File: config.mk
export PLATFORM = sky130hd
export DESIGN_NAME = ov7670_sccb_config
export DESIGN_NICKNAME = d
export VERILOG_FILES = /design/src/rtl/ov7670_sccb_config.sv
export SDC_FILE = /design/constraint.sdc
export NUM_CORES = 1
export LEC_CHECK = 0
export ABC_AREA = 0
export BUFFER_PORTS_ARGS = -buffer_cell sky130_fd_sc_hd__buf_4
export CAP_MARGIN = 20
export CORE_MARGIN = 1
export CORE_UTILIZATION = 40
export DETAILED_ROUTE_END_ITERATION = 8
export PLACE_DENSITY = 0.58
export SYNTH_ARGS = -nofsm -noshare
export SYNTH_HDL_FRONTEND = slang
export SYNTH_SLANG_ARGS = --single-unit
File: constraint.sdc
create_clock -name clk -period 5 [get_ports clk]
set_input_delay 0 -clock clk [delete_from_list [all_inputs] [get_ports clk]]
set_output_delay 0 -clock clk [all_outputs]
set_load 0.005 [all_outputs]
File: src/rtl/ov7670_sccb_config.sv
// OV7670 SCCB register-table writer: walks a synchronous {reg,val} ROM and issues 3-phase writes.
// Define SCCB_ACK_CHECK_EN to abort the table when SIOD reads high in a don't-care slot.
module ov7670_sccb_config #(
   parameter logic [7:0] DEV_ADDR     = 8'h42,
   parameter int         QUARTER_DIV  = 125,
   parameter int         DELAY_CYCLES = 500000,
   parameter int         ADDR_W       = 8
) (
   input  logic              clk,
   input  logic              rst,
   input  logic              start,
   output logic [ADDR_W-1:0] rom_addr,
   input  logic [15:0]       rom_data,
   output logic              sioc,
   output logic              siod_oe,
   input  logic              siod_in,
   output logic              busy,
   output logic              done,
   output logic              err
);
   localparam int QW = $clog2(QUARTER_DIV + 1);
   localparam int DW = $clog2(DELAY_CYCLES + 1);
   localparam logic [QW-1:0] QMAX = QW'(QUARTER_DIV - 1);
   localparam logic [DW-1:0] DMAX = DW'(DELAY_CYCLES - 1);

   typedef enum logic [2:0] {
      S_IDLE, S_FETCH, S_DECODE, S_START, S_BITS, S_STOP, S_GAP, S_DELAY
   } state_t;

   state_t            state_q, state_d;
   logic [ADDR_W-1:0] addr_q, addr_d;
   logic [QW-1:0]     qcnt_q, qcnt_d;
   logic [DW-1:0]     dcnt_q, dcnt_d;
   logic [1:0]        quarter_q, quarter_d;
   logic [4:0]        slot_q, slot_d;
   logic [26:0]       frame_q, frame_d;
   logic              sioc_q, sioc_d;
   logic              oe_q, oe_d;
   logic              busy_q, busy_d;
   logic              done_q, done_d;
   logic              err_q, err_d;
   logic              nak_q, nak_d;

   logic sccb_active, tick, dc_slot, nak_hit, advance;

   assign sccb_active = (state_q == S_START) || (state_q == S_BITS) ||
                        (state_q == S_STOP)  || (state_q == S_GAP);
   assign tick        = sccb_active && (qcnt_q == QMAX);
   assign dc_slot     = (slot_q == 5'd8) || (slot_q == 5'd17) || (slot_q == 5'd26);

`ifdef SCCB_ACK_CHECK_EN
   // Slave ACK is sampled late in the high half of the don't-care slot.
   assign nak_hit = (state_q == S_BITS) && tick && dc_slot && (quarter_q == 2'd2) && siod_in;
`else
   logic unused_siod;
   assign unused_siod = siod_in;
   assign nak_hit     = 1'b0;
`endif

   always_comb begin
      state_d   = state_q;
      addr_d    = addr_q;
      qcnt_d    = '0;
      dcnt_d    = '0;
      quarter_d = tick ? quarter_q + 2'd1 : quarter_q;
      slot_d    = slot_q;
      frame_d   = frame_q;
      sioc_d    = 1'b1;
      oe_d      = 1'b0;
      busy_d    = busy_q;
      done_d    = done_q;
      err_d     = err_q;
      nak_d     = nak_q;
      advance   = 1'b0;

      if (sccb_active && !tick) qcnt_d = qcnt_q + QW'(1);

      case (state_q)
         S_IDLE: begin
            quarter_d = 2'd0;
            nak_d     = 1'b0;
            if (start) begin
               addr_d  = '0;
               done_d  = 1'b0;
               err_d   = 1'b0;
               busy_d  = 1'b1;
               state_d = S_FETCH;
            end
         end
         S_FETCH: state_d = S_DECODE;
         S_DECODE: begin
            quarter_d = 2'd0;
            slot_d    = 5'd0;
            if (rom_data == 16'hFFFF) begin
               busy_d  = 1'b0;
               done_d  = 1'b1;
               state_d = S_IDLE;
            end else if (rom_data[15:8] == 8'hF0) begin
               state_d = S_DELAY;
            end else begin
               // Don't-care slots carry 1 so the bus is released for the slave ACK.
               frame_d = {DEV_ADDR, 1'b1, rom_data[15:8], 1'b1, rom_data[7:0], 1'b1};
               state_d = S_START;
            end
         end
         S_START: begin
            oe_d = quarter_q[1];
            if (tick && quarter_q == 2'd3) state_d = S_BITS;
         end
         S_BITS: begin
            sioc_d = quarter_q[1];
            oe_d   = dc_slot ? 1'b0 : ~frame_q[26];
            if (nak_hit) begin
               nak_d     = 1'b1;
               quarter_d = 2'd0;
               state_d   = S_STOP;
            end else if (tick && quarter_q == 2'd3) begin
               slot_d  = slot_q + 5'd1;
               frame_d = {frame_q[25:0], 1'b0};
               if (slot_q == 5'd26) state_d = S_STOP;
            end
         end
         S_STOP: begin
            sioc_d = quarter_q[1];
            oe_d   = (quarter_q != 2'd3);
            if (tick && quarter_q == 2'd3) begin
               if (nak_q) begin
                  nak_d   = 1'b0;
                  err_d   = 1'b1;
                  busy_d  = 1'b0;
                  done_d  = 1'b0;
                  state_d = S_IDLE;
               end else begin
                  state_d = S_GAP;
               end
            end
         end
         S_GAP: begin
            if (tick && quarter_q == 2'd3) advance = 1'b1;
         end
         S_DELAY: begin
            dcnt_d = dcnt_q + DW'(1);
            if (dcnt_q == DMAX) advance = 1'b1;
         end
         default: state_d = S_IDLE;
      endcase

      // The last ROM slot finishes the table instead of wrapping the address.
      if (advance) begin
         if (&addr_q) begin
            busy_d  = 1'b0;
            done_d  = 1'b1;
            state_d = S_IDLE;
         end else begin
            addr_d  = addr_q + ADDR_W'(1);
            state_d = S_FETCH;
         end
      end
   end

   always_ff @(posedge clk) begin
      if (rst) begin
         state_q   <= S_IDLE;
         addr_q    <= '0;
         qcnt_q    <= '0;
         dcnt_q    <= '0;
         quarter_q <= 2'd0;
         slot_q    <= 5'd0;
         sioc_q    <= 1'b1;
         oe_q      <= 1'b0;
         busy_q    <= 1'b0;
         done_q    <= 1'b0;
         err_q     <= 1'b0;
         nak_q     <= 1'b0;
      end else begin
         state_q   <= state_d;
         addr_q    <= addr_d;
         qcnt_q    <= qcnt_d;
         dcnt_q    <= dcnt_d;
         quarter_q <= quarter_d;
         slot_q    <= slot_d;
         sioc_q    <= sioc_d;
         oe_q      <= oe_d;
         busy_q    <= busy_d;
         done_q    <= done_d;
         err_q     <= err_d;
         nak_q     <= nak_d;
      end
   end

   always_ff @(posedge clk) begin
      frame_q <= frame_d;
   end

   assign rom_addr = addr_q;
   assign sioc     = sioc_q;
   assign siod_oe  = oe_q;
   assign busy     = busy_q;
   assign done     = done_q;
   assign err      = err_q;

endmodule

* Word level (Yosys, flattened, before mapping)
Cells that the tools add are included.
** Storage, ports and cells
- Input bits :: 20
- Register bits after elaboration :: 77
- Output and inout bits :: 13
** Cells by class
- Bitwise gates (word level) :: 4
- Add/sub/neg operators :: 5
- Equal/unequal tests :: 27
- Reductions and logical operators :: 24
- Multiplexer cells :: 46
** Operator list (count)
- $mux W27 :: 3
- $pmux W27 S2 :: 1
- $mux W8 :: 4
- $mux W3 :: 9
- $mux W1 :: 20
- $add A19 B1 Y19 const B :: 1
- $eq A19 B19 Y1 const B :: 1
- $pmux W3 S6 :: 1
- $eq A16 B16 Y1 const B :: 1
- $eq A3 B3 Y1 const B :: 4
- $ne A3 B2 Y1 const B :: 4
- $eq A5 B5 Y1 const B :: 2
- $ne A2 B2 Y1 const B :: 5
- $pmux W5 S2 :: 1
- $pmux W1 S3 :: 3
- $add A8 B1 Y8 const B :: 1
- $eq A8 B8 Y1 const B :: 1
- $reduce_and A4 Y1 :: 2
- $reduce_and A8 Y1 :: 1
- $reduce_or A2 Y1 :: 4
- $add A7 B1 Y7 const B :: 1
- $eq A7 B7 Y1 const B :: 1
- $reduce_bool A7 Y1 :: 1
- $eq A3 B2 Y1 const B :: 2
- 18 further kinds :: 32

* Depth between registers and ports, before layout
- Word-level depth :: 10
- Gate-level depth with buffers :: 8
- Depth with buffers taken out :: 7

* Worst setup path after synthesis
OpenSTA, ideal clock, no wires.
- Path kind :: reg-to-reg
- Start :: register quarter_q[1]
- End :: register frame_q[0] (enable)
- Setup time :: 0.445 ns
- Arrival :: 3.194 ns
- Slack :: 1.361 ns
- Period minus slack after synthesis :: 3.639 ns
- Cell stages (with the launch flop) :: 6
- Cell sequence :: dfxtp_1 ha_1 nand4bb_1 a2111oi_4 nor2_1 nor3_1
** On the way
- Word-level cells in the longest chain between the ends :: 4
** Ends and longest elaborated chain
- from (decl) :: RTL line 34 : logic [1:0] quarter_q, quarter_d;
- from (signal assigned) :: RTL line 180 : quarter_q <= quarter_d;
- $eq A2 B2 Y1 :: RTL line 117 : end else if (tick && quarter_q == 2'd3) begin
- $logic_and A1 B1 Y1 :: RTL line 117
- $ne A2 B1 Y1 (no source line)
- $reduce_and A4 Y1 (no source line)
- to (signal assigned) :: RTL line 192 : frame_q <= frame_d;
- to (decl) :: RTL line 36 : logic [26:0] frame_q, frame_d;
No other way between the ends.
A chain may end at the register's enable or synchronous reset.

* Worst setup path in the final report
- Start :: register state_q[0]
- End :: register frame_q[21] (enable)
** On the way
- Word-level cells in the longest chain between the ends :: 8
- Elaborated cells between the ends (all ways) :: 15
** Ends and longest elaborated chain
- from (decl) :: RTL line 30 : state_t state_q, state_d;
- from (signal assigned) :: RTL line 176 : state_q <= state_d;
- $eq A3 B2 Y1 / $eq A3 B3 Y1 (equally long branches) :: RTL line 46, 78
- $logic_or A1 B1 Y1 (2 in series) :: RTL line 46 : assign sccb_active = (state_q == S_START) || (state_q == S_BITS) ||
- $logic_or A1 B1 Y1 :: RTL line 47 : (state_q == S_STOP) || (state_q == S_GAP);
- $logic_and A1 B1 Y1 :: RTL line 48 : assign tick = sccb_active && (qcnt_q == QMAX);
- $logic_and A1 B1 Y1 :: RTL line 117
- $ne A2 B1 Y1 (no source line)
- $reduce_and A4 Y1 (no source line) (*)
Mark *: on every way between the ends. The rest lies on a longest branch, timed or not.

==> impl_metrics.yaml <==
power:
  clkPwrFrac_pct: 30.5
  p_leak_nw: 1.534
  peakVddDrop_mv: 0.1316
  p_int_mw: 1.051
  power.density_nw_per_um2: 341.3
  switching_share_pct: 28.89
  p_sw_mw: 0.4271
  combPwrFrac_pct: 16.9
  seqPwrFrac_pct: 52.6
final_layout:
  final_area_um2: 4332
  drive_gt1_share_pct: 12.03
  diodes: 0
  stdcell_count: 557
  fin_nets: 473
  areaGrowthSynthToFinish_pct: 18.85
  fillers: 850
yosys:
  yosys_register_bits: 76
  synth_cell_types: 52
  synth_enable_flop_cells: 27
  yosysSeqAreaShare_pct: 49.16
  synth_nets: 426
  yosysWarnings: 0
  yosys_most_used_dff: "dfxtp_1"
  syn_area_um2: 3645
  synthCells: 397
  async_flop_share_pct: 0
  avgSynthCellArea_um2: 9.181
hold_path:
  hold_path.class: "reg -> reg"
placement:
  placedCellCount: 523
  placed_area_um2: 3968
  gp_congestion: 0.7824
  port_buffers: 31
  hpwl_mm: 4.948
timing:
  finalCriticalPeriod_ps: 2608
  rsz0062_at_grt: "no"
  maxSlewViolCount: 0
  setup_viol: 0
  fin_skew_ps: 8.200
  tightest_slew_ps: 945.1
  hold_viol_final: 0
  setup_tns_ps: 0
  relSlewSlack_pct: 36.99
  min_period_over_period_pct: 52.17
  fmax_mhz: 383.4
global_routing:
  grt_pass1_vias: 2770
  grt-ovfl-total: 0
  grt_max_degree: 28
  grt_pass1_wl_mm: 12.88
  grt.total_usage_pct: 16.86
  grt_antenna_before_repair: 0
clock_tree:
  cts_sinks: 76
  cts_root_buf: "clkbuf_8"
  cts_buffer_depth: 2
  clk_latency_ps: 350
  cts_buffers: 9
  clk_pin_slew_ps: 80
  postCtsSetupBuffers: 0
  cts_tree: "yes"
  ctsHtreeMaxLevel: 3
floorplan:
  rows: 34
  die_x_um: 97.46
  ioPinCount: 33
  die_area_um2: 9497
  core_um2: 8763
  start_util_pct: 41.59
  die_y_um: 97.46
critical_path:
  critical_path.startpoint_type: "register"
  crit_type: "reg -> reg"
  endpoint_kind: "register"
  worstPathRequired_ps: 5020
  critPathMaxFanout: 27
  cp_data_arrival_time_ps: 2630
routing:
  route.detailed.drc: 0
  vias_per_cell: 5.244
  routedWlPerCell_um: 13.61
  vias: 2921
  firstDrtPassIters: 4
  routed_wl_mm: 7.583
  ant_nets: 0
  drtIter0Drc: 109
job:
  drv_cap: 0
outcome:
  outcome: "finished, final reports clean"
## final timing paths
kind                           start                   endpoint  slack [ps]  cells past startpoint
max          state_q[0]$_SDFFE_PP0P_  frame_q[21]$_SDFFCE_PN0P_        2390                      5
max reg2reg  state_q[0]$_SDFFE_PP0P_  frame_q[21]$_SDFFCE_PN0P_        2390                      5
min                  done$_SDFF_PP0_            done$_SDFF_PP0_         460                      2
min reg2reg          done$_SDFF_PP0_            done$_SDFF_PP0_         460                      2
## layout by cell type, fill, tap and decap left out, types with 2 or more instances in the layout
master         Yosys  layout
o21ai_0            8       8
nor2_1            38      38
clkbuf_8           0       9
clkinv_1           1       2
mux2i_1            3       3
edfxtp_1          27      27
ha_1               9       9
a211oi_1           2       2
nor3_1            12      11
clkbuf_1          13       2
nand2_1           68      68
nand3_1           13      13
nand3b_1           4       4
xnor2_1           13      13
nor4_1             7       7
xor2_1             9       9
o211ai_1          10      10
nand4_1            6       6
and3_1             6       6
and4_1             5       5
buf_4              0      33
or3_1             14      14
inv_1             14      14
dfxtp_1           49      49
a21oi_1           19      19
dlygate4sd3_1      0      18
and2_1            10      10
inv_2              2       2
nand4b_1           4       4
clkinv_2           0       2
o2111ai_1          3       3
nand2b_1           3       3
a21o_1             2       2
## synth_stat cells, types with 2 or more instances
master / instances / share of area (%)
dfxtp_1: 49 / 27
a211oi_1: 2 / 0.41
nand2b_1: 3 / 0.51
nor2_1: 38 / 3.9
o211ai_1: 10 / 2.1
mux2i_1: 3 / 0.82
edfxtp_1: 27 / 22
and2_1: 10 / 1.7
clkbuf_1: 13 / 1.3
nand4b_1: 4 / 0.96
nor4_1: 7 / 1.2
and4_1: 5 / 1.2
inv_1: 14 / 1.4
nor3_1: 12 / 1.6
inv_2: 2 / 0.21
o2111ai_1: 3 / 0.72
nand3b_1: 4 / 0.82
o21ai_0: 8 / 1.1
xnor2_1: 13 / 3.1
xor2_1: 9 / 2.2
ha_1: 9 / 3.1
nand4_1: 6 / 1.0
and3_1: 6 / 1.0
nand3_1: 13 / 1.8
a21o_1: 2 / 0.41
or3_1: 14 / 2.4
a21oi_1: 19 / 2.6
nand2_1: 68 / 7.0
## critical path, stage by stage (launching register included)
cell and delay, ps:
dfxtp_1 730, nand3b_1 270, a2111oi_4 560, nor2_1 140, nor3_2 200, buf_4 350
## flip-flops by register name (all words and copies together), names as in the netlist
signal     flops
busy           1
dcnt_q        19
done           1
err            1
frame_q       27
qcnt_q         7
quarter_q      2
rom_addr       8
sioc           1
siod_oe        1
slot_q         5
state_q        3
## layout make-up
type,count,area (µm²),area share (%)
flip-flops and latches,76,1792,41.36
multi-input cells,289,1729,39.92
repair buffers,51,427.9,9.879
well taps,108,135.1,3.120
clock buffers,11,131.4,3.033
inverters,17,63.81,1.473
clock inverters,5,52.55,1.213
## power groups by stage
stage / Clock (mW) / Sequential (mW) / Combinational (mW)
5_1_grt: 0.491 / 0.787 / 0.284
4_1_cts: 0.469 / 0.777 / 0.254
2_1_floorplan: 0 / 0.757 / 0.206
3_3_place_gp: 0 / 0.787 / 0.238
6_report: 0.451 / 0.778 / 0.250
3_5_place_dp: 0 / 0.792 / 0.241
## kinds of logic after synthesis
group                      Yosys count  share of synthesized area [%]
DFF                                 76                          49.16
AOI/OAI and AO/OA                   59                          11.26
and+or+nand+nor                    195                          26.54
adders and majority gates            9                          3.090
muxes                                4                          1.133
xor gates and xnor gates            22                          5.287
buffers and inverters               32                          3.536
## layer usage
| layer | share of wire, % | vias up | global-route usage (%) |
|---|---|---|---|
| li1 | - | 1503 | - |
| met1 | 49 | 1376 | 21.82 |
| met2 | 47 | 31 | 27.00 |
| met3 | 2.9 | 11 | 4.173 |
| met4 | 1.6 | 0 | 6.674 |
| met5 | 0 | - | 0 |
## metrics by stage
step	total power, mW	hold slack (ps)	setup WS (ps)	utilization [%]
2_1_floorplan	0.9631	181.4	1361	-
3_3_place_gp	1.025	279.7	2442	45.27
3_5_place_dp	1.032	280.9	2396	45.27
4_1_cts	1.500	453.8	2374	49.43
5_1_grt	1.563	472.0	2171	49.43
6_report	1.478	459.4	2392	49.43
## what timing repair did
action,CTS,global route
hold endpoints to repair,27,0
hold buffers,18,0
gates resized for setup,0,0
Power figures use the tool's default switching activity.
